## src/rtl/noc_pkg.sv

```systemverilog
// Shared types and helpers for the 2-D mesh router: flit layout, port indices,
// XY route selection and round-robin pick.
package noc_pkg;

  localparam int FLIT_DATA_W = 8;
  localparam int FLIT_X_W    = 2;
  localparam int FLIT_Y_W    = 2;
  localparam int NPORTS      = 5;

  localparam int P_L = 0;
  localparam int P_N = 1;
  localparam int P_S = 2;
  localparam int P_E = 3;
  localparam int P_W = 4;

  typedef struct packed {
    logic [FLIT_X_W-1:0]    dest_x;
    logic [FLIT_Y_W-1:0]    dest_y;
    logic [FLIT_DATA_W-1:0] data;
  } flit_t;

  // X is resolved before Y, so a flit never turns from a Y link back onto X.
  function automatic logic [2:0] xy_route(flit_t f, logic [FLIT_X_W-1:0] my_x,
                                          logic [FLIT_Y_W-1:0] my_y);
    logic [2:0] port;
    if (f.dest_x > my_x)      port = 3'(P_E);
    else if (f.dest_x < my_x) port = 3'(P_W);
    else if (f.dest_y > my_y) port = 3'(P_N);
    else if (f.dest_y < my_y) port = 3'(P_S);
    else                      port = 3'(P_L);
    return port;
  endfunction

  // Returns {found, index}; scanning backwards lets the first requester
  // at or after ptr overwrite any later one.
  function automatic logic [3:0] rr_pick(logic [NPORTS-1:0] req, logic [2:0] ptr);
    logic [3:0] res;
    int idx;
    res = '0;
    for (int k = NPORTS - 1; k >= 0; k--) begin
      idx = int'(ptr) + k;
      if (idx >= NPORTS) idx = idx - NPORTS;
      if (req[idx]) res = {1'b1, 3'(idx)};
    end
    return res;
  endfunction

endpackage

```

## src/rtl/router_fifo.sv

```systemverilog
// Per-input flit FIFO; full/empty come from the registered count only,
// so a full FIFO reports full even in a cycle where it pops.
module router_fifo
  import noc_pkg::*;
#(
  parameter int DEPTH = 4
) (
  input  logic                   clk,
  input  logic                   rst,
  input  logic                   push,
  input  flit_t                  wr_data,
  input  logic                   pop,
  output flit_t                  rd_data,
  output logic                   full,
  output logic                   empty,
  output logic [$clog2(DEPTH):0] count
);

  localparam int AW = $clog2(DEPTH);
  localparam logic [AW:0] DEPTH_C = (AW + 1)'(DEPTH);

  flit_t         mem [DEPTH];
  logic [AW-1:0] wr_ptr;
  logic [AW-1:0] rd_ptr;
  logic          do_push;
  logic          do_pop;

  assign full    = (count == DEPTH_C);
  assign empty   = (count == '0);
  assign do_push = push & ~full;
  assign do_pop  = pop & ~empty;
  assign rd_data = mem[rd_ptr];

  always_ff @(posedge clk) begin
    if (do_push) mem[wr_ptr] <= wr_data;
  end

  // DEPTH is a power of two, so the pointers wrap naturally.
  always_ff @(posedge clk or posedge rst) begin
    if (rst) begin
      wr_ptr <= '0;
      rd_ptr <= '0;
      count  <= '0;
    end else begin
      if (do_push) wr_ptr <= wr_ptr + 1'b1;
      if (do_pop)  rd_ptr <= rd_ptr + 1'b1;
      count <= count + {{AW{1'b0}}, do_push} - {{AW{1'b0}}, do_pop};
    end
  end

endmodule

```

## src/rtl/router_node.sv

```systemverilog
// Five-port XY mesh router: per-input FIFOs, per-output round-robin arbiter
// and a registered output stage with valid/ready backpressure.
module router_node
  import noc_pkg::*;
#(
  parameter int DATA_W = 8,
  parameter int X_W    = 2,
  parameter int Y_W    = 2,
  parameter int DEPTH  = 4,
  parameter int MY_X   = 0,
  parameter int MY_Y   = 0
) (
  input  logic              clk,
  input  logic              rst,
  input  flit_t             in_flit   [NPORTS],
  input  logic [NPORTS-1:0] in_valid,
  output logic [NPORTS-1:0] in_ready,
  output flit_t             out_flit  [NPORTS],
  output logic [NPORTS-1:0] out_valid,
  input  logic [NPORTS-1:0] out_ready
);

  localparam int FW = X_W + Y_W + DATA_W;
  localparam int CW = $clog2(DEPTH) + 1;
  localparam logic [X_W-1:0] MY_XC = X_W'(MY_X);
  localparam logic [Y_W-1:0] MY_YC = Y_W'(MY_Y);

  flit_t             head       [NPORTS];
  logic [NPORTS-1:0] fifo_full;
  logic [NPORTS-1:0] fifo_empty;
  logic [NPORTS-1:0] pop;
  logic [CW-1:0]     fifo_count [NPORTS];
  logic [2:0]        dest       [NPORTS];
  logic [NPORTS-1:0] req        [NPORTS];
  logic [3:0]        pick       [NPORTS];
  logic [NPORTS-1:0] gnt_v;
  logic [2:0]        rr         [NPORTS];
  logic [FW-1:0]     out_q      [NPORTS];
  logic              out_v      [NPORTS];

  for (genvar p = 0; p < NPORTS; p++) begin : g_in
    router_fifo #(.DEPTH(DEPTH)) u_fifo (
      .clk     (clk),
      .rst     (rst),
      .push    (in_valid[p] & in_ready[p]),
      .wr_data (in_flit[p]),
      .pop     (pop[p]),
      .rd_data (head[p]),
      .full    (fifo_full[p]),
      .empty   (fifo_empty[p]),
      .count   (fifo_count[p])
    );

    assign in_ready[p] = ~fifo_full[p];
    assign dest[p]     = xy_route(head[p], MY_XC, MY_YC);

    a_count_bound: assert property (@(posedge clk) disable iff (rst)
      fifo_count[p] <= CW'(DEPTH));
  end

  always_comb begin
    for (int o = 0; o < NPORTS; o++) begin
      req[o] = '0;
      for (int p = 0; p < NPORTS; p++) begin
        req[o][p] = ~fifo_empty[p] & (dest[p] == 3'(o));
      end
    end
  end

  // Each input requests one output only, so OR-ing the grants never double-pops.
  always_comb begin
    pop = '0;
    for (int o = 0; o < NPORTS; o++) begin
      if (gnt_v[o]) pop[pick[o][2:0]] = 1'b1;
    end
  end

  for (genvar o = 0; o < NPORTS; o++) begin : g_out
    assign pick[o]      = rr_pick(req[o], rr[o]);
    assign gnt_v[o]     = pick[o][3] & (~out_v[o] | out_ready[o]);
    assign out_flit[o]  = out_q[o];
    assign out_valid[o] = out_v[o];

    always_ff @(posedge clk or posedge rst) begin
      if (rst) begin
        out_q[o] <= '0;
        out_v[o] <= 1'b0;
        rr[o]    <= '0;
      end else if (gnt_v[o]) begin
        out_q[o] <= head[pick[o][2:0]];
        out_v[o] <= 1'b1;
        rr[o]    <= (pick[o][2:0] == 3'(NPORTS - 1)) ? 3'd0 : pick[o][2:0] + 3'd1;
      end else if (out_ready[o]) begin
        out_v[o] <= 1'b0;
      end
    end
  end

endmodule

```

## config.mk

```make
export PLATFORM = sky130hd
export DESIGN_NAME = router_node
export DESIGN_NICKNAME = d
export VERILOG_FILES = /design/src/rtl/noc_pkg.sv /design/src/rtl/router_fifo.sv /design/src/rtl/router_node.sv
export SDC_FILE = /design/constraint.sdc
export NUM_CORES = 1
export LEC_CHECK = 0
export CORE_ASPECT_RATIO = 1.1
export CORE_MARGIN = 3
export CORE_UTILIZATION = 60
export DETAILED_ROUTE_END_ITERATION = 12
export PLACE_DENSITY = 0.82
export SLEW_MARGIN = 20
export SYNTH_ARGS = -nofsm -noshare
export SYNTH_HDL_FRONTEND = slang
export SYNTH_SLANG_ARGS = --single-unit
```

## constraint.sdc

```tcl
create_clock -name clk -period 11.9 [get_ports clk]
set_input_delay 1.19 -clock clk [delete_from_list [all_inputs] [get_ports clk]]
set_output_delay 1.19 -clock clk [all_outputs]
set_load 0.01 [all_outputs]
```

==> impl_metrics.json <==
{
  "dieHeight_um": 188,
  "netlist_area_mm2": 0.0181,
  "clk_latency_ns": 0.52,
  "io_buffer_count": 127,
  "netlist.area_leader.share": 0.399,
  "gp_congestion": 0.923,
  "synth-warning-count": 0,
  "synth_top_family_by_area": "multiplexers",
  "cp-start-kind": "register",
  "synth_compound_area_frac": 0.117,
  "grt_pass1_vias": 12276,
  "min_to": "out_flit[35]",
  "synthArstFlopShare": 0.286,
  "critical_path_class": "reg2reg",
  "overflow": 0,
  "ios": 142,
  "cp_cell_sequence": "clkinv_1 > ha_1 > inv_1 > ha_1 > a211oi_1 > o211ai_1 > nor4b_1 > a41oi_1 > o2111ai_1 > a311oi_1 > nor2_1 > inv_1 > and3_4 > or3_4 > ha_1 > inv_1 > ha_1 > inv_1 > fa_1 > xnor2_1 > xnor2_1",
  "ant_nets": 0,
  "area_growth_pct": 13.9,
  "maxSlewViolCount": 0,
  "hold_buffers": 0,
  "grt_first_pass_wirelength_mm": 71.1,
  "r2r_setup_slack_ns": 5.09,
  "clk_pin_slew_ns": 0.06,
  "layout_min_cycle_time_ns": 6.81,
  "vias": 12380,
  "regArea_mm2": 0.00961,
  "min_path_type": "reg2reg",
  "synth_fa_ha_area_frac": 0.0582,
  "fin_nets": 1649,
  "synth-seq-cells": 336,
  "synth_area_leader_cell": "edfxtp_1",
  "drtPass1Iterations": 6,
  "rr_endpoint": "g_in[2].u_fifo.count[2]",
  "yosys.area_share.simple": 0.106,
  "die_area_mm2": 0.0322,
  "cts_tree": "yes",
  "grt_start_max_net_pins": 73,
  "via_per_inst": 6.53,
  "tightest_slew_ns": 1.20,
  "grt.total_usage": 0.286,
  "finalHoldViolations": 0,
  "setup_viol": 0,
  "slew_headroom": 0.193,
  "rows": 66,
  "ys_top_cells_by_area": "edfxtp_1, dfrtp_1, mux4_2",
  "num-fill-cells": 1988,
  "status": "complete, no violations",
  "rsz0062_at_grt": "false",
  "synth_seq_area_share": 0.532,
  "start_util": 0.609,
  "slowest_stage": "dfrtp_1",
  "clock-skew-final_ns": 0.0249,
  "synthDistinctLibCells": 105,
  "drt_iter0_drc": 1136,
  "dp_hpwl_mm": 31.5,
  "drt_wl_total_mm": 45.6,
  "clkSinkCount": 336,
  "syn_inst": 1400,
  "diodes": 0,
  "die_w_um": 171,
  "cap_viol_max_count": 0,
  "core-area_mm2": 0.0296,
  "worstPathArrival_ns": 7.23,
  "drive_above_1_share": 0.120,
  "synth_xor_xnor_area_share": 0.0204,
  "max_freq_ghz": 0.147,
  "period_share": 0.572,
  "postCtsResizedCells": 0,
  "synth-edff-count": 240,
  "drt-wirelength-per-cell_um": 24.1,
  "cts_root_buffer": "clkbuf_16",
  "ff2ff_path_depth": 21,
  "antenna_found_initial": 0,
  "r2r_start": "rr[3]",
  "avgSynthCellArea_um2": 12.9,
  "cp_max_fo": 28,
  "finalSetupTns_ns": 0,
  "drc": 0,
  "cts_buffer_depth": 3,
  "wl_met1_mm": 17.9,
  "hp-start": "out_flit[35]",
  "h-tree-depth": 2,
  "cp-end-kind": "register",
  "top_layer_used": "met4",
  "cts_buffers": 34,
  "route.met3.wl_mm": 3.15,
  "max_stage_delay_ns": 0.87,
  "synth_mux_area_frac": 0.127,
  "cts_setup_buffers": 0,
  "wl_met2_mm": 22.8,
  "hold_depth": 0,
  "worstPathRequired_ns": 12.32,
  "multi_input_area_mm2": 0.00779,
  "synth-main-ff-cell": "edfxtp_1"
}
-- cells in the mapped netlist (10+ instances only) --
cell	instances
nor4_1	15
o21a_1	10
nand2_1	62
nand2b_1	26
or3_1	15
clkbuf_1	47
o21ai_1	14
xor2_1	11
buf_4	17
nand3_1	12
dfrtp_1	96
a211oi_1	16
o22a_1	22
a21oi_1	45
mux4_2	60
ha_1	76
buf_2	14
o211ai_1	12
o22ai_1	10
nor2_1	80
edfxtp_1	240
mux2i_1	75
mux2_2	16
nor3_1	20
o21ai_0	57
inv_1	54
a31oi_1	14
a221oi_1	11
nor2b_1	19
xnor2_1	31
and3_1	30
-- per-layer routing --
metal / vias to the layer above / track usage
met3: 111 / 0.0432
met4: 0 / 0.103
li1: 5522 / -
met2: 591 / 0.475
met5: - / 0
met1: 6156 / 0.385
-- logic make-up after synthesis --
group                      after synthesis
and+or+nand+nor                        350
other                                    1
DFF                                    336
AOI/OAI and AO/OA                      287
muxes                                  152
adders and majority gates               81
buffers and inverters                  151
xor gates and xnor gates                42
-- critical path: cells and delay by family (launching register included) --
family                     cells  cell delay, ns
buffers and inverters          5            1.06
xor gates and xnor gates       2            0.32
and+or+nand+nor                4            1.89
adders and majority gates      5            1.47
DFF                            1            0.87
AOI/OAI and AO/OA              5            1.11
-- final cells by class --
cell class / count / area share
Clock buffer: 46 / 0.0451
Clock inverter: 15 / 0.00803
Inverter: 59 / 0.0109
Multi-Input combinational cell: 925 / 0.379
Sequential cell: 336 / 0.467
Tap cell: 374 / 0.0227
Timing Repair Buffer: 140 / 0.0675
-- worst max path at each step --
stage	start	to	slack, ns	depth (start not counted)
2_1_floorplan	rr[9]	g_in[2].u_fifo.count[2]	6.89	23
3_3_place_gp	rr[3]	g_in[2].u_fifo.count[2]	5.40	21
3_5_place_dp	rr[3]	g_in[2].u_fifo.count[2]	5.27	21
4_1_cts	rr[3]	g_in[2].u_fifo.count[2]	5.20	21
5_1_grt	rr[3]	g_in[2].u_fifo.count[2]	4.55	21
6_report	rr[3]	g_in[2].u_fifo.count[2]	5.09	21
-- stage by stage --
stage	util	std cells	setup slack (ns)	area (um^2)	hold slack (ns)
after floorplan	-	1412	6.89	18100	0.461
after global placement	0.656	1833	5.40	19400	0.364
after detailed placement	0.656	1833	5.27	19400	0.364
after CTS	0.693	1894	5.20	20500	0.379
after global routing	0.694	1895	4.55	20600	0.389
final	0.694	1895	5.09	20600	0.374
-- registers in the layout, summed over array words and instances (netlist names) --
register and count:
g_in.u_fifo.mem 240, g_in.u_fifo.wr_ptr 10, out_flit 48, out_valid 4, rr 9, g_in.u_fifo.count 15
g_in.u_fifo.rd_ptr 10
-- layout by cell type, fill, tap and decap left out, types with 14 or more instances in the layout --
cell	instances
edfxtp_1	240
clkdlybuf4s50_1	127
dfrtp_1	96
nor2_1	80
ha_1	76
mux2i_1	75
nand2_1	62
mux4_2	60
o21ai_0	57
inv_1	53
a21oi_1	44
clkbuf_16	35
xnor2_1	31
and3_1	30
nand2b_1	26
o22a_1	22
nor3_1	20
nor2b_1	19
a211oi_1	16
mux2_2	16
nor4_1	15
or3_1	15
o21ai_1	14
Power is not shown: default switching activity piles up to over one toggle a cycle in this logic, so the estimate is an artifact.
